File: config.mk
export PLATFORM = sky130hd
export DESIGN_NAME = seq_alu_flat
export DESIGN_NICKNAME = d
export VERILOG_FILES = /design/src/rtl/alu_pkg.sv /design/src/rtl/seq_alu_if.sv /design/src/rtl/shift_unit.sv /design/src/rtl/seq_alu.sv /design/src/flat_wrapper.sv
export SDC_FILE = /design/constraint.sdc
export NUM_CORES = 1
export LEC_CHECK = 0
export ABC_CLOCK_PERIOD_IN_PS = 2800
export BUFFER_PORTS_ARGS = -buffer_cell sky130_fd_sc_hd__buf_2
export CAP_MARGIN = 20
export CORE_ASPECT_RATIO = 0.9
export CORE_MARGIN = 3
export CORE_UTILIZATION = 40
export DETAILED_ROUTE_END_ITERATION = 6
export GPL_ROUTABILITY_DRIVEN = 0
export GPL_TIMING_DRIVEN = 0
export PLACE_DENSITY_LB_ADDON = 0.15
export SETUP_SLACK_MARGIN = 0.15
export SYNTH_ARGS = -nofsm -noshare
export SYNTH_HDL_FRONTEND = slang
export SYNTH_SLANG_ARGS = --single-unit
File: constraint.sdc
create_clock -name clock -period 2.8 [get_ports clock]
set_input_delay 0.14 -clock clock [delete_from_list [all_inputs] [get_ports clock]]
set_output_delay 0.14 -clock clock [all_outputs]
set_load 0.01 [all_outputs]
File: src/rtl/alu_pkg.sv
// ---------------------------------------------------------------------------
// alu_pkg
// Shared constants for the sequential ALU: opcode encodings and FSM states.
// No ports; imported by seq_alu_if and seq_alu.
// ---------------------------------------------------------------------------
package alu_pkg;

    localparam int OP_W = 6;

    localparam logic [OP_W-1:0] OP_ADD    = 6'd0;
    localparam logic [OP_W-1:0] OP_SUB    = 6'd1;
    localparam logic [OP_W-1:0] OP_SHL    = 6'd2;
    localparam logic [OP_W-1:0] OP_SHR    = 6'd3;
    localparam logic [OP_W-1:0] OP_PASS   = 6'd4;
    localparam logic [OP_W-1:0] OP_LOADLO = 6'd5;
    localparam logic [OP_W-1:0] OP_LOADHI = 6'd6;
    localparam logic [OP_W-1:0] OP_PASS2  = 6'd7;
    localparam logic [OP_W-1:0] OP_EQ     = 6'd8;
    localparam logic [OP_W-1:0] OP_LTU    = 6'd9;
    localparam logic [OP_W-1:0] OP_GTU    = 6'd10;
    localparam logic [OP_W-1:0] OP_NOTF   = 6'd11;

    // Controller states
    localparam logic [0:0] ST_IDLE  = 1'b0;
    localparam logic [0:0] ST_SHIFT = 1'b1;

endpackage

File: src/rtl/seq_alu_if.sv
// ---------------------------------------------------------------------------
// seq_alu_if
// Request/response bundle of the sequential ALU.
//   Request : in_valid, in_ready, op, a, b, imm
//   Response: out_valid, out_ready, result, flag
//   Status  : busy
// slave  modport: the ALU side.  master modport: the requester side.
// ---------------------------------------------------------------------------
interface seq_alu_if
    import alu_pkg::*;
#(
    parameter int WIDTH = 32
);
    logic                 in_valid;
    logic                 in_ready;
    logic [OP_W-1:0]      op;
    logic [WIDTH-1:0]     a;
    logic [WIDTH-1:0]     b;
    logic [WIDTH/2-1:0]   imm;
    logic                 out_valid;
    logic                 out_ready;
    logic [WIDTH-1:0]     result;
    logic                 flag;
    logic                 busy;

    modport slave (
        input  in_valid, op, a, b, imm, out_ready,
        output in_ready, out_valid, result, flag, busy
    );

    modport master (
        output in_valid, op, a, b, imm, out_ready,
        input  in_ready, out_valid, result, flag, busy
    );
endinterface

File: src/rtl/shift_unit.sv
// ---------------------------------------------------------------------------
// shift_unit
// Iterative shifter: moves one bit per clock, filling vacated bits with 1.
//   clock, reset : clock and asynchronous active-high reset
//   i_load       : capture i_data / i_count / i_dir
//   i_dir        : 0 = shift left, 1 = shift right
//   i_data       : value to shift
//   i_count      : number of single-bit steps to perform
//   o_next       : the value the register will hold after the next step
//   o_done       : the coming edge performs the final step
// ---------------------------------------------------------------------------
module shift_unit #(
    parameter int WIDTH = 32,
    parameter int CNTW  = 6
) (
    input  logic             clock,
    input  logic             reset,
    input  logic             i_load,
    input  logic             i_dir,
    input  logic [WIDTH-1:0] i_data,
    input  logic [CNTW-1:0]  i_count,
    output logic [WIDTH-1:0] o_next,
    output logic             o_done
);
    logic [WIDTH-1:0] r_data;
    logic [CNTW-1:0]  r_count;
    logic             r_dir;
    logic [WIDTH-1:0] w_next;

    // Direction is latched because the opcode input is free to change while shifting
    assign w_next = r_dir ? {1'b1, r_data[WIDTH-1:1]} : {r_data[WIDTH-2:0], 1'b1};
    assign o_next = w_next;
    assign o_done = (r_count == CNTW'(1));

    always_ff @(posedge clock or posedge reset) begin
        if (reset) begin
            r_data  <= '0;
            r_count <= '0;
            r_dir   <= 1'b0;
        end else if (i_load) begin
            r_data  <= i_data;
            r_count <= i_count;
            r_dir   <= i_dir;
        end else if (r_count != '0) begin
            r_data  <= w_next;
            r_count <= r_count - CNTW'(1);
        end
    end
endmodule

File: src/rtl/seq_alu.sv
// ---------------------------------------------------------------------------
// seq_alu
// Sequential ALU with valid/ready handshakes. Most ops complete in one cycle;
// SHL/SHR iterate one bit per cycle through shift_unit.
//   clock : rising-edge clock
//   reset : asynchronous active-high reset
//   bus   : seq_alu_if.slave (request, response and busy status)
// ---------------------------------------------------------------------------
module seq_alu
    import alu_pkg::*;
#(
    parameter int WIDTH = 32,
    parameter int CNTW  = $clog2(WIDTH) + 1
) (
    input  logic      clock,
    input  logic      reset,
    seq_alu_if.slave  bus
);
    logic [0:0]       r_state;
    logic             r_outValid;
    logic [WIDTH-1:0] r_result;
    logic             r_flag;

    logic             w_accept;
    logic             w_isShift;
    logic             w_shiftLoad;
    logic             w_shiftLast;
    logic [CNTW-1:0]  w_shiftAmt;
    logic [WIDTH-1:0] w_shiftNext;
    logic [WIDTH-1:0] w_aluResult;
    logic             w_aluFlag;

    // A new request is only taken when the current result slot will be free
    assign bus.in_ready  = (r_state == ST_IDLE) && (!r_outValid || bus.out_ready);
    assign bus.out_valid = r_outValid;
    assign bus.result    = r_result;
    assign bus.flag      = r_flag;
    assign bus.busy      = (r_state == ST_SHIFT);

    assign w_accept    = bus.in_valid && bus.in_ready;
    assign w_isShift   = (bus.op == OP_SHL) || (bus.op == OP_SHR);
    // Shift distances beyond WIDTH saturate; WIDTH steps already give all ones
    assign w_shiftAmt  = (bus.b >= WIDTH'(WIDTH)) ? CNTW'(WIDTH) : bus.b[CNTW-1:0];
    assign w_shiftLoad = w_accept && w_isShift && (w_shiftAmt != '0);

    shift_unit #(
        .WIDTH (WIDTH),
        .CNTW  (CNTW)
    ) u_shift (
        .clock   (clock),
        .reset   (reset),
        .i_load  (w_shiftLoad),
        .i_dir   (bus.op == OP_SHR),
        .i_data  (bus.a),
        .i_count (w_shiftAmt),
        .o_next  (w_shiftNext),
        .o_done  (w_shiftLast)
    );

    // Single-cycle result and flag; a zero-distance shift simply returns a
    always_comb begin
        w_aluResult = '0;
        w_aluFlag   = r_flag;
        case (bus.op)
            OP_ADD:            w_aluResult = bus.a + bus.b;
            OP_SUB:            w_aluResult = bus.a - bus.b;
            OP_SHL, OP_SHR:    w_aluResult = bus.a;
            OP_PASS, OP_PASS2: w_aluResult = bus.a;
            OP_LOADLO:         w_aluResult = {bus.a[WIDTH-1:WIDTH/2], bus.imm};
            OP_LOADHI:         w_aluResult = {bus.imm, bus.a[WIDTH/2-1:0]};
            OP_EQ: begin
                w_aluFlag   = (bus.a == bus.b);
                w_aluResult = {{(WIDTH-1){1'b0}}, w_aluFlag};
            end
            OP_LTU: begin
                w_aluFlag   = (bus.a < bus.b);
                w_aluResult = {{(WIDTH-1){1'b0}}, w_aluFlag};
            end
            OP_GTU: begin
                w_aluFlag   = (bus.a > bus.b);
                w_aluResult = {{(WIDTH-1){1'b0}}, w_aluFlag};
            end
            OP_NOTF: begin
                w_aluFlag   = ~r_flag;
                w_aluResult = {{(WIDTH-1){1'b0}}, w_aluFlag};
            end
            default: w_aluResult = '0;
        endcase
    end

    // A result produced on the same edge as the old one is consumed keeps out_valid high
    always_ff @(posedge clock or posedge reset) begin
        if (reset) begin
            r_state    <= ST_IDLE;
            r_outValid <= 1'b0;
            r_result   <= '0;
            r_flag     <= 1'b0;
        end else begin
            if (r_outValid && bus.out_ready) begin
                r_outValid <= 1'b0;
            end
            case (r_state)
                ST_IDLE: begin
                    if (w_accept) begin
                        if (w_shiftLoad) begin
                            r_state <= ST_SHIFT;
                        end else begin
                            r_result   <= w_aluResult;
                            r_outValid <= 1'b1;
                            r_flag     <= w_aluFlag;
                        end
                    end
                end
                ST_SHIFT: begin
                    if (w_shiftLast) begin
                        r_result   <= w_shiftNext;
                        r_outValid <= 1'b1;
                        r_state    <= ST_IDLE;
                    end
                end
                default: r_state <= ST_IDLE;
            endcase
        end
    end
endmodule

File: src/flat_wrapper.sv
// flat-port wrapper written by rule: the top's interface ports become plain ports
module seq_alu_flat import alu_pkg::*;
#(
    parameter int WIDTH = 32,
    parameter int CNTW  = $clog2(WIDTH) + 1
)
  (clock, reset, bus_in_valid, bus_op, bus_a, bus_b, bus_imm, bus_out_ready, bus_in_ready, bus_out_valid, bus_result, bus_flag, bus_busy);
  seq_alu_if #(.WIDTH(WIDTH)) bus_i ();
  input  logic clock;
  input  logic reset;
  input wire logic [$bits(bus_i.in_valid)-1:0] bus_in_valid;
  input wire logic [$bits(bus_i.op)-1:0] bus_op;
  input wire logic [$bits(bus_i.a)-1:0] bus_a;
  input wire logic [$bits(bus_i.b)-1:0] bus_b;
  input wire logic [$bits(bus_i.imm)-1:0] bus_imm;
  input wire logic [$bits(bus_i.out_ready)-1:0] bus_out_ready;
  output wire logic [$bits(bus_i.in_ready)-1:0] bus_in_ready;
  output wire logic [$bits(bus_i.out_valid)-1:0] bus_out_valid;
  output wire logic [$bits(bus_i.result)-1:0] bus_result;
  output wire logic [$bits(bus_i.flag)-1:0] bus_flag;
  output wire logic [$bits(bus_i.busy)-1:0] bus_busy;
  assign bus_i.in_valid = bus_in_valid;
  assign bus_i.op = bus_op;
  assign bus_i.a = bus_a;
  assign bus_i.b = bus_b;
  assign bus_i.imm = bus_imm;
  assign bus_i.out_ready = bus_out_ready;
  assign bus_in_ready = bus_i.in_ready;
  assign bus_out_valid = bus_i.out_valid;
  assign bus_result = bus_i.result;
  assign bus_flag = bus_i.flag;
  assign bus_busy = bus_i.busy;
  seq_alu #(.WIDTH(WIDTH), .CNTW(CNTW)) u_core (.clock(clock), .reset(reset), .bus(bus_i));
endmodule
Word level (Yosys, flattened, before mapping)

Index checks and enable logic that the tools add are counted.

Bits in registers: 74
Logic and storage cells: 69
Output and inout bits: 36

Magnitude comparators: 3
Multiplexer cells: 21
Add/sub/neg operators: 3
Reductions and logical operators: 16
Bitwise logic cells: 3
Equal/unequal tests: 16

Operator list:

| operator            | number |
|---|---|
| $pmux 32 s9         | 1 |
| $mux 32             | 6 |
| $pmux 32 s2         | 1 |
| $add 32x32->32      | 1 |
| $eq 32x32->1        | 1 |
| $ge 32x6->1 const B | 1 |
| $gt 32x32->1        | 1 |
| $lt 32x32->1        | 1 |
| $sub 32x32->32      | 1 |
| $eq 6x3->1 const B  | 4 |
| $eq 6x4->1 const B  | 4 |
| $mux 6              | 3 |
| $eq 6x1->1 const B  | 2 |
| $eq 6x2->1 const B  | 2 |
| $reduce_bool 6->1   | 2 |
| $mux 1              | 7 |
| $logic_not 6->1     | 1 |
| $sub 6x1->6 const B | 1 |
| $logic_and 1x1->1   | 5 |
| $ne 2x2->1 const B  | 2 |
| $pmux 1 s2          | 2 |
| $pmux 1 s4          | 1 |
| $reduce_and 4->1    | 1 |
| $reduce_bool 4->1   | 1 |
| 7 further kinds     | 10 |

Logic depth before layout (Yosys ltp)

Depth after elaboration: 9
Mapped depth: 14

By module

A second synthesis with hierarchy kept.

Cell total of the unflattened synthesis: 1046
Area total of the unflattened synthesis: 8657.1 µm²

By module, submodules not included:

| module     | area an instance (µm²) | times used | cells an instance |
|---|---|---|---|
| seq_alu    | 6133.4                 | 1          | 859 |
| shift_unit | 2523.7                 | 1          | 187 |

Worst setup path after synthesis

OpenSTA, ideal clock, no wires.

Kind: input -> register
Start point: in bus_b[15]
End point: reg u_core.r_flag (netlist: u_core.bus.flag)
Data arrival time: 2566 ps
Slack: 143 ps
Buffers on the path: 1
Data required time: 2710 ps
Library setup time: 90 ps
Stages on the path: 13
Cells stage by stage: inv_1 > ha_1 > buf_2 > a21oi_2 > o21ai_1 > a221oi_2 > nor2_2 > o41ai_4 > nand2_2 > a221o_1 > a21o_1 > a2111o_1 > o221ai_1

Cells in the longest elaborated chain, start to end: 6
Elaborated cells between the ends (all ways): 10
Classes of those cells: 3 x order compare; 1 x eq/ne; 2 x mux; 1 x bitwise; 3 x reduce/logical

Ends and longest elaborated chain:

| what                              | line               | text |
|---|---|---|
| start, declared                   | flat_wrapper.sv:14 | `input wire logic [$bits(bus_i.b)-1:0] bus_b;` |
| $ge 32x6->1                       | seq_alu.sv:43      | `assign w_shiftAmt = (bus.b >= WIDTH'(WIDTH)) ? CNTW'(WIDTH) : bus.b[CNTW-1:0];` |
| $mux 6                            | seq_alu.sv:43      |  |
| $reduce_bool 6->1                 | seq_alu.sv:44      | `assign w_shiftLoad = w_accept && w_isShift && (w_shiftAmt != '0);` |
| $logic_and 1x1->1                 | seq_alu.sv:44      |  |
| $not 1->1 (no source line)        | n/a                |  |
| $reduce_and 4->1 (no source line) | n/a                |  |
| end signal, assigned              | seq_alu.sv:110     | `r_flag <= w_aluFlag;` |
| end, declared                     | seq_alu.sv:22      | `logic r_flag;` |

Several ways; a longest one is shown, not always the timed one.
A chain may end at the register's enable or synchronous reset.

Final worst setup path

Start point: in bus_b[5]
End point: reg u_core.r_result[13] (netlist: u_core.bus.result[13])

Cells in the longest elaborated chain, start to end: 6
Elaborated cells between the ends (all ways): 12
Classes of those cells: 2 x add/sub; 1 x order compare; 1 x eq/ne; 5 x mux; 3 x reduce/logical

Ends and longest elaborated chain:

| what                                                                   | line           | text |
|---|---|---|
| parallel branches: the longest is 6 deep, another holds $sub 32x32->32 | n/a            |  |
| end signal, assigned                                                   | seq_alu.sv:108 | `r_result <= w_aluResult;` |
| end signal, assigned                                                   | seq_alu.sv:116 | `r_result <= w_shiftNext;` |
| end, declared                                                          | seq_alu.sv:21  | `logic [WIDTH-1:0] r_result;` |

Several ways; the timed one is not identified. The select of a mux whose other input is x is not followed.

==> results.md <==
- FP Rows: 49
- Outcome: complete, but fails checks
- CP endpoint kind: flip-flop
- Cell with the most instances after synthesis: nand2_1
- RSZ-0062 raised after global routing: yes
- Setup CP Type: in -> reg
- Hold Slack: 0.0912 ns
- Sequential cell area fraction in the yosys report: between 20% and 30%
- Max VDD drop: 0.263 mV
- Initial core utilization: 40.9%
- Syn Area/Cell: 7.57 µm²
- Drt via density: 6.19
- Worst Tran Pin Value: 0.981 ns
- Synth top cells by count: nand2_1, a21oi_1, nor2_1
- CTS buffer count: 9
- Core area: ~20,000 µm²
- Clock buffer depth: 2
- Inst Count DP: between 1,000 and 1,500
- Yosys warning count: 0
- Place WS: -0.938 ns
- Vias: ~9,400
- HP Start: bus_a[0]
- Post-synth EDFFs: 0
- R2R depth: 10
- Layout Cells excl Fill: 1,516
- Htree depth: 3
- Largest net degree at the start of global routing: 63
- Die span in x: 157 µm
- Critical path required time: 2.99 ns
- Nets: 1,414
- Port Buf Inserts: 122
- Startpoint types: input port
- Setup TNS: 0 ns
- Antenna violations before repair: 0
- Cell area after synthesis: 8190 µm²
- Final wirelength: 33,800 µm
- DRT Pass-1 Iters: 7
- Leakage: 4.61 nW
- Synthesized net count: 1,239
- Worst-path clk slew: 0.06 ns
- Final Max Tran Viols: 0
- Worst R2R Setup Slack: approximately 0.22 ns
- Post-DP HPWL: 26,600 µm
- Worst reg2reg path startpoint: u_core.bus.busy
- Clock sink count: 74
- Max Fclk: 0.373 GHz
- GRT Overall Usage: 29.2%
- Number of synthesized register bits: 74
- Layout area overhead: 27.6%
- Final Critical Period: 2.68 ns
- Total gr overflow: 0
- CP max FO: 8
- Hold Path End: u_core.u_shift.r_data[0]
- P per Cell Area: 641 nW/µm²
- First-pass GRT wire length: ~50,000 µm
- Ys flop type: dfrtp_1
- Yosys cell types: 84
- Area contributors post-synth: dfrtp_1, ha_1, nand2_1, a21oi_1, mux2i_1
- DRC Markers: 1
- Number of max-cap violations: 0
- Final setup viols: 0
- Violated checks: DRC
- Final WS setup: 0.116 ns
- Area fraction of the dominant cell type after synthesis: between 20% and 30%
- Area leader, netlist: dfrtp_1
- RR Endpoint: u_core.bus.result[20]
- Root Driver: clkbuf_16
- Post-synth ARST share: 100%
- Post-Route Skew: 0.00633 ns
- Worst hold path type: in -> reg
- Final hold vios: 0
- # diodes: 0
- Worst skew pair latency: about 0.33 ns
- Die area: roughly 22,000 µm²
- CTS tree: built
- Chip height: 142 µm
- Vias in the first global route: 8,408
- I/O pins: 126
- Initial drt markers: 1,252
- WHS Path Cells: 3
- Worst slew margin: 34.2%
- Layout cells sized above 1: ~28%
- CP Data Arrival Time: 2.87 ns
- WL/cell: 22.3 µm
- Syn Inst Count: between 1,000 and 1,500
- Final Cycle Share: 95.9%
- Antenna-violating nets left: 0
-- registers in the layout, indices dropped and copies added (netlist names) --
signal                  cells
u_core.bus.result          32
u_core.u_shift.r_data      32
u_core.u_shift.r_count      6
u_core.bus.busy             1
u_core.bus.flag             1
u_core.bus.out_valid        1
u_core.u_shift.r_dir        1
-- repair_timing --
| item | 4_1_cts | 5_1_grt |
|---|---|---|
| hold buffers | 1 | 0 |
| setup buffers | 9 | 30 |
| gates resized for setup | 68 | 112 |
| pin swaps | 17 | 48 |
| endpoints found under the hold margin | 12 | 0 |
| setup endpoints to repair | 72 | 30 |
-- cells in the final DEF (no fill, tap or decap), types with 7 or more instances in the layout --
cell,count
nand4_1,10
a221oi_1,9
dfrtp_1,73
a21oi_2,10
nor2_1,76
o21ai_0,33
a21o_1,16
or3_1,7
o21ai_1,61
a21oi_1,77
nor3_1,25
inv_2,8
clkbuf_2,14
o211ai_1,11
nor2b_1,15
clkbuf_1,32
o31ai_1,12
inv_1,61
o22ai_1,10
buf_2,127
a22oi_1,11
buf_4,48
nor4_1,10
a31oi_1,7
buf_6,8
mux2i_1,34
ha_1,57
a222oi_1,13
mux2_2,27
a211oi_1,7
clkbuf_16,9
nand3_1,20
nand2_1,120
xnor2_1,17
-- power by group --
part | switching (W) | internal [W] | leakage, nW
clock | 0.000435 | 0.000757 | 0.152
combinational | 0.00218 | 0.00151 | 3.61
sequential | 0.000307 | 0.00151 | 0.847
-- stage by stage --
step	instance area [µm²]	utilization, %	power (W)
final	10500	52.1	0.00670
after global routing	10500	52.1	0.00713
after detailed placement	9160	45.7	0.00510
after floorplan	8190	-	0.00398
after CTS	9800	48.9	0.00644
after global placement	9120	45.5	0.00505
-- metal layers --
layer	vias to the layer above	wire [µm]	track usage (%)
li1	4329	-	-
met1	4457	14800	43.6
met2	518	14100	41.4
met3	78	3450	5.34
met4	0	1450	11.4
met5	-	0	0
-- area by class of cell --
class                      count  area [µm²]
clock buffer                  13         270
sequential                    74        1850
tap                          255         319
timing repair buffer         164         963
fill                        1985        9590
clock inverter                 2        35.0
inverter                      70         265
multi-input combinational    866        6360
buffer                        72         384
-- how the worst max path moves through the flow --
stage	startpoint	to	slack [ns]
2_1_floorplan	bus_b[16]	u_core.bus.flag	0.17
3_3_place_gp	bus_b[6]	u_core.bus.result[31]	-1.11
3_5_place_dp	bus_b[6]	u_core.bus.result[31]	-0.94
4_1_cts	bus_b[8]	u_core.bus.result[17]	0.07
5_1_grt	bus_b[17]	u_core.bus.flag	0.09
6_report	bus_b[5]	u_core.bus.result[13]	0.12
-- worst max-delay path, stage by stage --
cell and delay [ns]:
buf_2 0.14, inv_1 0.06, ha_1 0.29, buf_6 0.14
nor3_1 0.06, a22o_1 0.23, a21oi_2 0.18, a31oi_2 0.14
a311o_1 0.45, nor2_2 0.15, a21oi_2 0.06, xnor2_2 0.16
a222oi_1 0.50, o22ai_1 0.19
-- cell families (layout without fill, tap and decap cells) --
| kind of cell | Yosys count | in the layout | synth area share (%) |
|---|---|---|---|
| AO/OA/AOI/OAI | 367 | 367 | 29.7 |
| XOR/XNOR | 25 | 25 | 2.67 |
| multiplexers | 62 | 62 | 8.00 |
| AND/OR/NAND/NOR | 345 | 345 | 19.7 |
| buffers and inverters | 142 | 321 | 6.83 |
| adder cells (fa/ha/maj) | 67 | 67 | 10.4 |
| flip-flops | 74 | 74 | 22.6 |
Power figures use the tool's default switching activity.
